===== config.mk =====
export PLATFORM = sky130hd
export DESIGN_NAME = fir_mac_sequencer
export DESIGN_NICKNAME = d
export VERILOG_FILES = /design/src/rtl/fir_mac_sequencer.sv
export SDC_FILE = /design/constraint.sdc
export NUM_CORES = 1
export LEC_CHECK = 0
export BUFFER_PORTS_ARGS = -buffer_cell sky130_fd_sc_hd__clkbuf_2
export CAP_MARGIN = 20
export CELL_PAD_IN_SITES_DETAIL_PLACEMENT = 0
export CELL_PAD_IN_SITES_GLOBAL_PLACEMENT = 2
export CORE_MARGIN = 5
export CORE_UTILIZATION = 31
export DETAILED_ROUTE_END_ITERATION = 10
export PLACE_DENSITY_LB_ADDON = 0.1
export SETUP_SLACK_MARGIN = 0.05
export SYNTH_ARGS = -nofsm -noshare
export SYNTH_HDL_FRONTEND = slang
export SYNTH_SLANG_ARGS = --single-unit

===== constraint.sdc =====
create_clock -name i_clk -period 2.3 [get_ports i_clk]
set_input_delay 0.115 -clock i_clk [delete_from_list [all_inputs] [get_ports i_clk]]
set_output_delay 0.115 -clock i_clk [all_outputs]
set_load 0.01 [all_outputs]

===== src/rtl/fir_mac_sequencer.sv =====
// Tap sequencer for the shared-MAC FIR: delay-line writes, tap addressing, accumulator strobes.
// Define FIR_FLUSH_EN to zero the delay line after every reset.
module fir_mac_sequencer #(
    parameter int DATA_WIDTH  = 24,
    parameter int FIR_DEPTH   = 32,
    parameter int MAC_LATENCY = 2,
    localparam int ADDR_WIDTH = $clog2(FIR_DEPTH)
) (
    input  logic                  i_clk,
    input  logic                  i_rst,
    input  logic                  i_en,
    input  logic                  i_sample_valid,
    output logic                  o_sample_ready,
    output logic                  o_buf_we,
    output logic                  o_buf_zero,
    output logic [ADDR_WIDTH-1:0] o_buf_waddr,
    output logic [ADDR_WIDTH-1:0] o_buf_raddr,
    output logic [ADDR_WIDTH-1:0] o_coef_addr,
    output logic                  o_tap_valid,
    output logic                  o_acc_clr,
    output logic                  o_acc_en,
    output logic                  o_result_valid,
    input  logic                  i_result_ready,
    output logic                  o_busy
);

    localparam int LAT_W = (MAC_LATENCY > 1) ? $clog2(MAC_LATENCY) : 1;
    localparam logic [ADDR_WIDTH-1:0] LAST = ADDR_WIDTH'(FIR_DEPTH - 1);
    localparam logic [LAT_W-1:0] LAT_LAST = LAT_W'(MAC_LATENCY - 1);
    localparam logic [ADDR_WIDTH:0] DEPTH_X = (ADDR_WIDTH + 1)'(FIR_DEPTH);

    generate
        if (FIR_DEPTH < 2 || MAC_LATENCY < 1 || DATA_WIDTH < 1) begin : g_bad_cfg
            $error("fir_mac_sequencer: illegal parameter set");
        end
    endgenerate

    typedef enum logic [2:0] {
        S_IDLE,
        S_MAC,
        S_DRAIN,
`ifdef FIR_FLUSH_EN
        S_OUT,
        S_FLUSH
`else
        S_OUT
`endif
    } state_t;

    state_t r_state;
    state_t w_next;

    logic [ADDR_WIDTH-1:0]  r_wp;
    logic [ADDR_WIDTH-1:0]  r_base;
    logic [ADDR_WIDTH-1:0]  r_k;
    logic [LAT_W-1:0]       r_dcnt;
    logic [MAC_LATENCY-1:0] r_en_pipe;
    logic [MAC_LATENCY-1:0] r_clr_pipe;
    logic                   r_rv;

    logic                  w_ready;
    logic                  w_we;
    logic                  w_zero;
    logic                  w_tap;
    logic [ADDR_WIDTH-1:0] w_wp_inc;
    logic [ADDR_WIDTH:0]   w_diff;
    logic [ADDR_WIDTH:0]   w_diff_wrap;

    assign w_wp_inc = (r_wp == LAST) ? '0 : r_wp + 1'b1;

    always_ff @(posedge i_clk) begin
        if (i_rst) begin
`ifdef FIR_FLUSH_EN
            r_state <= S_FLUSH;
`else
            r_state <= S_IDLE;
`endif
        end else begin
            r_state <= w_next;
        end
    end

    always_comb begin
        w_next  = r_state;
        w_ready = 1'b0;
        w_we    = 1'b0;
        w_zero  = 1'b0;
        w_tap   = 1'b0;
        unique case (r_state)
            S_IDLE: begin
                w_ready = 1'b1;
                w_we    = i_sample_valid;
                if (i_sample_valid) w_next = S_MAC;
            end
            S_MAC: begin
                w_tap = 1'b1;
                if (r_k == LAST) w_next = S_DRAIN;
            end
            S_DRAIN: begin
                if (r_dcnt == LAT_LAST) w_next = S_OUT;
            end
            S_OUT: begin
                if (i_result_ready) w_next = S_IDLE;
            end
`ifdef FIR_FLUSH_EN
            S_FLUSH: begin
                w_we   = 1'b1;
                w_zero = 1'b1;
                if (r_wp == LAST) w_next = S_IDLE;
            end
`endif
            default: w_next = S_IDLE;
        endcase
        // Disable freezes the FSM in place and masks every strobe
        if (!i_en) begin
            w_next  = r_state;
            w_ready = 1'b0;
            w_we    = 1'b0;
        end
    end

    always_ff @(posedge i_clk) begin
        if (i_rst) begin
            r_wp       <= '0;
            r_base     <= '0;
            r_k        <= '0;
            r_dcnt     <= '0;
            r_en_pipe  <= '0;
            r_clr_pipe <= '0;
            r_rv       <= 1'b0;
        end else if (i_en) begin
            r_en_pipe[0]  <= w_tap;
            r_clr_pipe[0] <= w_tap && (r_k == '0);
            for (int i = 1; i < MAC_LATENCY; i++) begin
                r_en_pipe[i]  <= r_en_pipe[i-1];
                r_clr_pipe[i] <= r_clr_pipe[i-1];
            end
            r_rv <= (w_next == S_OUT);
            case (r_state)
                S_IDLE: begin
                    if (i_sample_valid) begin
                        r_base <= r_wp;
                        r_wp   <= w_wp_inc;
                        r_k    <= '0;
                    end
                end
                S_MAC: begin
                    r_dcnt <= '0;
                    if (r_k != LAST) r_k <= r_k + 1'b1;
                end
                S_DRAIN: r_dcnt <= r_dcnt + 1'b1;
`ifdef FIR_FLUSH_EN
                S_FLUSH: r_wp <= w_wp_inc;
`endif
                default: ;
            endcase
        end
    end

    // Newest sample sits at base, so tap k reads base-k modulo the depth
    assign w_diff      = {1'b0, r_base} - {1'b0, r_k};
    assign w_diff_wrap = w_diff + DEPTH_X;
    assign o_buf_raddr = (r_k > r_base) ? w_diff_wrap[ADDR_WIDTH-1:0]
                                        : w_diff[ADDR_WIDTH-1:0];

    assign o_coef_addr    = r_k;
    assign o_buf_waddr    = r_wp;
    assign o_sample_ready = w_ready;
    assign o_buf_we       = w_we;
    assign o_buf_zero     = w_zero;
    assign o_tap_valid    = w_tap & i_en;
    assign o_acc_en       = r_en_pipe[MAC_LATENCY-1] & i_en;
    assign o_acc_clr      = r_clr_pipe[MAC_LATENCY-1] & i_en;
    assign o_result_valid = r_rv;
    assign o_busy         = (r_state != S_IDLE);

endmodule


; After elaboration in Yosys (flattened, before gate mapping)
; Cells that the tools add are included.
[word_totals]
ff_bits = 24
word_cells = 52
out_inout_bits = 23
inputBits = 5
[classes]
eq_ne = 9
bitwise_logic = 3
n_reduce_logical = 9
add_sub_neg = 5
n_mux = 17
order_cmp = 1
[op_table]
columns = op, n
row1 = 5-bit two-way mux, 4
row2 = "5-bit by 1-bit adder with 5-bit output, second input constant", 3
row3 = 3-bit two-way mux, 5
row4 = 3-bit one-hot mux with 4 select lines, 1
row5 = "5-bit equality test, second input constant", 2
row6 = 5-bit one-hot mux with 2 select lines, 1
row7 = "3-bit by 2-bit equality test with 1-bit output, second input constant", 3
row8 = 5-bit greater-than comparator, 1
row9 = 5-bit zero test, 1
row10 = 1-bit two-way mux, 5
row11 = "5-bit != test, second input constant", 1
row12 = 5-bit subtractor, 1
row13 = "2-bit != test, second input constant", 2
row14 = 4-bit AND reduction, 1
row15 = 2-bit nonzero test, 2
row16 = 1-bit AND, 3
row17 = "3-bit by 1-bit equality test with 1-bit output, second input constant", 1
row18 = 3-bit zero test, 1
row19 = 3-bit AND reduction, 1
row20 = 3-bit nonzero test, 1
row21 = 1-bit one-hot mux with 2 select lines, 1
row22 = 2-bit AND reduction, 1
row23 = "1-bit adder, second input constant", 1
row24 = 1-bit logical AND, 1

; Logic depth before layout (Yosys ltp)
; Gate-level depths: netlist of run 1.
[depth]
ltp_word = 5
ltp_mapped = 7
ltp_nobuf = 7

; Least setup slack after synthesis of run 1
; OpenSTA, ideal clock, no wires.
[synth_timing]
kind = register to register
startpoint = reg r_k[1], in the netlist o_coef_addr[1]
endpoint = reg r_k[3], in the netlist o_coef_addr[3]
setup_ns = 0.080
path_buffers = 0
period_less_slack_ns = 1.942
path_slack_ns = 0.358
stages_incl_launch_ff = 8
t_required_ns = 2.220
arrival_time_ns = 1.863
cell_sequence = dfxtp_1 > ha_1 > and3_1 > ha_1 > and2b_1 > o211ai_2 > or3_1 > a211oi_2
[synth_between]
elab_chain_cells = 3
word_cells_on_any_way = 6
cone_classes = add/sub (1) / eq/ne (2) / mux (2) / reduce/logical (1)
[synth_lines]
columns = element, line
row1 = from (decl), 55  ; logic [ADDR_WIDTH-1:0] r_k;
row2 = from (signal assigned), 149  ; if (r_k != LAST) r_k <= r_k + 1'b1;
row3 = 5-bit by 1-bit adder with 5-bit output / 5-bit != test (equally long branches), 149
row4 = 5-bit two-way mux / 2-bit != test (equally long branches), -
row5 = 5-bit one-hot mux with 2 select lines / 4-bit AND reduction (equally long branches), -
; Several ways; a longest one is shown, not always the timed one. The select of a mux whose other input is x is not followed.
; A chain may end at the register's enable or synchronous reset.

; Worst setup path in the final report of run 1
[layout_timing]
startpoint = reg r_k[0], in the netlist o_coef_addr[0]
endpoint = reg r_k[3], in the netlist o_coef_addr[3]
; The elaborated chain is that of the path after synthesis.

==> run_results.csv, run 1 <==
group,metric,value,unit
final_layout,nets,195,
final_layout,syn_to_final_growth,16.7,%
placed_design,gp_congestion,0.745,
logic_synthesis,synthFlopType,"dfxtp_1",
worst_setup_path,cp_slowest_cell,"or3_1",
clock_tree,h-tree-depth,1,
logic_synthesis,ys.warnings.count,0,
global_route,grt_max_degree,24,
global_route,grt_use_total,0.115,
drt,wl_per_cell,13.1,microns
timing,period_share,0.892,
floorplan,die_area,5580,sq um
worst_setup_path,arrival,2250,ps
timing,fmax,487,MHz
logic_synthesis,synth_nets,171,
global_route,first_global_vias,1094,
logic_synthesis,synth_cell_type_count,40,
timing,clock_skew,9.68,ps
timing,hold_viol,0,
drt,antenna_left,0,
worst_setup_path,cp-start-kind,"register",
worst_setup_path,crit_top_cell,"ha_1",
power_and_ir_drop,power_density,551,nW/um^2
floorplan,rows,23,
worst_setup_path,cp_max_fo,7,
floorplan,die_width,74.7,microns
drt,drc,0,
clock_tree,cts_tree,"built",
timing,tns,0,ps
min_path,hp-class,"input pin to register",
clock_tree,cts-buffers-inserted,3,
power_and_ir_drop,p_leak,0.653,nW
placed_design,postPlaceCellArea,1460,sq um
clock_tree,clk_pin_slew,90,ps
worst_setup_path,required,2500,ps
final_layout,finish.utilization,0.376,
clock_tree,postCtsSetupRepairBufs,0,
power_and_ir_drop,ir_worst_vdd,0.179,mV
worst_setup_path,cp-end-kind,"register",
drt,drt-initial-drc-count,32,
placed_design,dp_slack,265,ps
clock_tree,clk_latency,270,ps
logic_synthesis,seq_area_frac_synth,0.370,
logic_synthesis,syn-cell-area,1300,sq um
logic_synthesis,synthCells,156,
power_and_ir_drop,total_power,0.836,mW
floorplan,core_area,4030,sq um
worst_setup_path,crit_buf_inv,0,
logic_synthesis,postSynth.asyncResetShare,0,
worst_setup_path,crit_family,"simple AND/OR/NAND/NOR gates",
logic_synthesis,synth.ff_latch_count,24,
timing,drv_slew,0,
clock_tree,cts-root-buf,"clkbuf_8",
timing,rsz0062_at_grt,"no",
worst_setup_path,crit_path_cell_trace,"ha_1 > and3_1 > ha_1 > and2b_1 > o211ai_2 > or3_1 > a211oi_2",
run_status,status,"finished, final reports clean",
clock_tree,cts_resized,0,
clock_tree,holdBufCountCts,0,
timing,setup_violations,0,
global_route,antenna_found_initial,0,
floorplan,start_util,0.322,
floorplan,dieHeight,74.7,microns
floorplan,ios,28,
timing,finalWorstSetupSlack,248,ps
final_layout,fin_area,1520,sq um
clock_tree,cts_buffer_depth,2,
drt,dr.pass1.iters,4,
final_layout,antennaDiodeCount,0,
drt,vias,1098,
drt,viasPerCell,4.79,
global_route,grt_pass1_wl,5030,microns
logic_synthesis,avgSynthCellArea,8.33,sq um
timing,fin_crit,2050,ps
logic_synthesis,synth_edf_count,0,
clock_tree,clkSinkCount,24,
global_route,grt-ovfl-total,0,
worst_setup_path,crit_type,"register to register",
final_layout,drive_gt1_frac,0.207,
placed_design,placement.io_buffers,26,
placed_design,place_hpwl,2290,microns
drt,routed_wl,3000,microns
flow_run,maxCapViolCount,0,
worst_setup_path,max_stage_delay,390,ps
cell usage after synthesis, drive strengths merged (3+ instances only):
| master | instances | share of area |
|---|---|---|
| clkbuf | 5 | 0.014 |
| xnor2 | 6 | 0.040 |
| nand2b | 3 | 0.014 |
| nand2 | 18 | 0.052 |
| a21o | 3 | 0.017 |
| nor2 | 7 | 0.022 |
| dfxtp | 24 | 0.37 |
| a21oi | 18 | 0.069 |
| ha | 9 | 0.087 |
| o21ai | 6 | 0.023 |
| nor3 | 5 | 0.023 |
| nand3 | 6 | 0.027 |
| and2 | 5 | 0.024 |
| inv | 13 | 0.038 |
sequential cells by signal, summed over array words and instances, names as in the netlist:
signal,cells
o_buf_waddr,5
o_coef_addr,5
r_base,5
r_state,3
r_clr_pipe,2
r_en_pipe,2
o_result_valid,1
r_dcnt,1
layout make-up:
class	instances	area (sq um)
fillers	455	2510
multi-input cells	112	738
clock buffers	4	55.1
repair buffers	26	130
inverters	13	48.8
well taps	50	62.6
flip-flops and latches	24	480
report_power, final:
part,switching [mW],total (mW),leakage [nW],internal [mW]
combinational,0.0642,0.106,0.430,0.0423
clock,0.142,0.295,0.0288,0.153
sequential,0.0117,0.434,0.194,0.423
final timing paths:
path | startpoint | slack, ps | cells after the start | to
worst max-delay path | o_coef_addr[0] | 250 | 7 | o_coef_addr[3]
worst max register to register | o_coef_addr[0] | 250 | 7 | o_coef_addr[3]
worst min register to register | r_base[2] | 470 | 2 | r_base[2]
worst min-delay path | i_en | 300 | 3 | r_clr_pipe[0]
cells in the final DEF (no fill, tap or decap), drive strengths merged, types with 2 or more instances in the layout:
master	synthesis	routed
nand2b	3	3
a21oi	18	18
clkbuf	5	30
nor3	5	5
xnor2	6	6
or3	2	2
mux2i	2	2
o21ai	6	6
or2	2	2
nor2	7	7
inv	13	13
o211ai	2	2
and2	5	5
nor2b	2	2
nand3	6	6
and3	2	2
a21o	3	3
dfxtp	24	24
nand2	18	18
a22o	2	2
ha	9	9
worst register-to-register path, stage by stage (launching register included):
cell	delay [ps]
dfxtp_1	360
ha_1	230
and3_1	190
ha_1	180
and2b_1	240
o211ai_2	170
or3_1	400
a211oi_2	210
routing by layer:
layer	vias up	track usage	part of all wire
met5	-	0	0
met2	18	0.193	0.45
met3	4	0.0214	0.037
met1	500	0.150	0.50
li1	576	-	-
met4	0	0.0356	0.011
logic make-up (layout without fill, tap and decap cells):
group,Yosys count,after routing,synth area share
adder cells (fa/ha/maj),10,10,0.102
XOR/XNOR,6,6,0.0405
AND/OR/NAND/NOR,59,59,0.248
buffers and inverters,20,43,0.0617
other,1,1,0.00289
multiplexers,2,2,0.0154
AO/OA/AOI/OAI,34,34,0.160
flip-flops,24,24,0.370
metrics by stage:
step | hold slack (ps) | cells
2_1_floorplan | 344 | 156
6_report | 296 | 229
3_5_place_dp | 459 | 225
5_1_grt | 333 | 229
3_3_place_gp | 450 | 225
4_1_cts | 299 | 229
Note: power is estimated with default switching activity, not from simulation.
==> run 2: changes to the inputs <==
--- a/config.mk
+++ b/config.mk
@@ -5,12 +5,13 @@
 export SDC_FILE = /design/constraint.sdc
 export NUM_CORES = 1
 export LEC_CHECK = 0
-export BUFFER_PORTS_ARGS = -buffer_cell sky130_fd_sc_hd__clkbuf_2
+export ABC_AREA = 1
+export BUFFER_PORTS_ARGS = -buffer_cell sky130_fd_sc_hd__buf_2
 export CAP_MARGIN = 20
 export CELL_PAD_IN_SITES_DETAIL_PLACEMENT = 0
 export CELL_PAD_IN_SITES_GLOBAL_PLACEMENT = 2
 export CORE_MARGIN = 5
-export CORE_UTILIZATION = 31
+export CORE_UTILIZATION = 30
 export DETAILED_ROUTE_END_ITERATION = 10
 export PLACE_DENSITY_LB_ADDON = 0.1
 export SETUP_SLACK_MARGIN = 0.05
==> run 2 against run 1 <==
Compared with the run above:
- sequential power is 3% higher
- critical path depth is 2 lower
- synthesized cell count up 24%
- hold slack worse by 96 ps
- power increased by 9.5%
- first-iteration DRC count up 56%
- global-route usage increased by 0.30 points
- clock-buffer cell count did not move
- core utilization shrank 1.4 points
- sequential share of layout area decreased by 1.6 points
- flip-flop and latch count is the same
- critical path type is now register to output pin
==> run_results.csv, run 2 <==
group,metric,value,unit
clock_tree,holdBufCountCts,0,
logic_synthesis,synth_nets,208,
final_layout,finish.utilization,0.362,
drt,vias,1287,
floorplan,core_area,4410,sq um
min_path,hold_end,"o_coef_addr[1]",
clock_tree,h-tree-depth,1,
floorplan,ios,28,
min_path,hp-class,"input pin to register",
min_path,whs_path_depth,2,
final_layout,drive_gt1_frac,0.197,
placed_design,placedCellCount,266,
timing,whs,200,ps
worst_setup_path,r2r_end,"o_coef_addr[1]",
placed_design,placement.io_buffers,26,
logic_synthesis,ys.warnings.count,0,
clock_tree,cts_tree,"built",
logic_synthesis,synth_cell_type_count,30,
clock_tree,postCtsSetupRepairBufs,0,
timing,fin_crit,1940,ps
drt,drt-initial-drc-count,50,
timing,setup_violations,0,
final_layout,final_common_cell,"nand2_1",
placed_design,gp_congestion,0.753,
drt,wl_per_cell,13.0,microns
drt,viasPerCell,4.77,
global_route,grt-ovfl-total,0,
worst_setup_path,required,2180,ps
logic_synthesis,syn-cell-area,1380,sq um
clock_tree,clkSinkCount,24,
final_layout,antennaDiodeCount,0,
placed_design,place_hpwl,2670,microns
timing,drv_slew,0,
global_route,grt_pass1_wl,5870,microns
timing,clock_skew,3.80,ps
worst_setup_path,arrival,1820,ps
drt,dr.pass1.iters,4,
logic_synthesis,synth_edf_count,0,
min_path,min-delay-start,"i_rst",
run_status,status,"finished, final reports clean",
global_route,grt_max_degree,14,
clock_tree,cts_buffer_depth,2,
clock_tree,clk_pin_slew,90,ps
worst_setup_path,cp_max_fo,7,
floorplan,dieHeight,77.9,microns
floorplan,die_area,6060,sq um
final_layout,mostFrequentLayoutCells,"43 x nand2_1, 26 x inv_1, 26 x buf_2",
logic_synthesis,avgSynthCellArea,7.16,sq um
floorplan,start_util,0.313,
final_layout,nets,234,
drt,routed_wl,3510,microns
clock_tree,cts-root-buf,"clkbuf_8",
final_layout,syn_to_final_growth,15.6,%
floorplan,rows,24,
logic_synthesis,yosys.cell_count.top_type,"nand2_1",
timing,period_share,0.842,
power_and_ir_drop,ir_worst_vdd,0.185,mV
power_and_ir_drop,p_leak,0.768,nW
global_route,antenna_found_initial,0,
logic_synthesis,synthCells,193,
logic_synthesis,netlist_top_cells_count,"43 x nand2_1, 26 x inv_1, 24 x dfxtp_1",
logic_synthesis,synth.area.top_cells,"dfxtp_1 35%, nand2_1 12%, ha_1 8.2%, inv_1 7.1%, nor2_1 5.7%",
logic_synthesis,synth.ff_latch_count,24,
worst_setup_path,r2r_slack,630,ps
clock_tree,cts-buffers-inserted,3,
timing,rsz0062_at_grt,"no",
global_route,first_global_vias,1238,
drt,drc,0,
timing,tns,0,ps
clock_tree,cts_resized,0,
worst_setup_path,r2r_start,"o_coef_addr[0]",
global_route,grt_use_total,0.118,
worst_setup_path,worst-r2r-cell-count,9,
worst_setup_path,cp-end-kind,"output pin",
flow_run,maxCapViolCount,0,
timing,fmax,516,MHz
floorplan,die_width,77.9,microns
final_layout,stdcell_count,270,
timing,hold_viol,0,
power_and_ir_drop,power_density,573,nW/um^2
drt,antenna_left,0,
worst_setup_path,crit_type,"register to output pin",
clock_tree,clk_latency,270,ps
logic_synthesis,yosysTopAreaCell,"dfxtp_1",
logic_synthesis,seq_area_frac_synth,0.348,
logic_synthesis,yosys.area.top_type_share,0.348,
worst_setup_path,cp-start-kind,"register",
power_and_ir_drop,total_power,0.915,mW
logic_synthesis,postSynth.asyncResetShare,0,
logic_synthesis,synthFlopType,"dfxtp_1",
==> run 2: cell count changes after synthesis, moves of 5 or more <==
cell and change:
and2_1 -5, nor2_1 +15, inv_1 +13, nand2_1 +25, nand3_1 +6
==> run 2: worst max path at each step <==
stage                      to  slack (ps)  depth (start not counted)            from
3_5_place_dp   o_coef_addr[1]         630                          9  o_coef_addr[0]
2_1_floorplan  o_buf_raddr[4]         740                          4  o_coef_addr[0]
3_3_place_gp   o_coef_addr[1]         650                          9  o_coef_addr[0]
6_report       o_buf_raddr[4]         360                          5  o_coef_addr[0]
5_1_grt        o_buf_raddr[3]         270                          6  o_coef_addr[2]
4_1_cts        o_buf_raddr[4]         340                          5  o_coef_addr[0]
==> run 2: logic make-up (layout without fill, tap and decap cells) <==
family                   after synthesis  count (layout)  synth area share
AO/OA/AOI/OAI                         30              30             0.119
other                                  1               1           0.00271
XOR/XNOR                               4               4            0.0254
buffers and inverters                 32              57            0.0987
flip-flops                            24              24             0.348
AND/OR/NAND/NOR                       92              92             0.311
adder cells (fa/ha/maj)               10              10            0.0960
==> run 2: per-stage QoR <==
| stage | worst slack (ps) | area, sq um |
|---|---|---|
| after floorplan | 740 | 1380 |
| after global placement | 648 | 1540 |
| after detailed placement | 634 | 1540 |
| after CTS | 343 | 1600 |
| after global routing | 266 | 1600 |
| final | 363 | 1600 |
==> run 2: critical path, stage by stage, from the launching register on <==
cell,delay (ps)
dfxtp_1,380
ha_1,250
fa_1,410
o21ai_0,210
xor2_1,150
buf_2,150
==> run 2: area by class of cell <==
cell class	count	area, sq um
Clock buffer	4	55.1
Tap cell	52	65.1
Multi-Input combinational cell	137	764
Sequential cell	24	480
Fill cell	484	2820
Timing Repair Buffer	26	130
Inverter	27	101
==> run 2: metal layers <==
| layer | share of wire | GRT usage | up-vias |
|---|---|---|---|
| met1 | 0.48 | 0.152 | 602 |
| met2 | 0.48 | 0.200 | 17 |
| li1 | - | - | 666 |
| met3 | 0.029 | 0.0208 | 2 |
| met5 | 0 | 0 | - |
| met4 | 0.0066 | 0.0361 | 0 |
==> run 2: power by group <==
part / switching, mW / internal, mW / total [mW]
Sequential: 0.0177 / 0.431 / 0.449
Clock: 0.142 / 0.153 / 0.295
Combinational: 0.107 / 0.0646 / 0.171
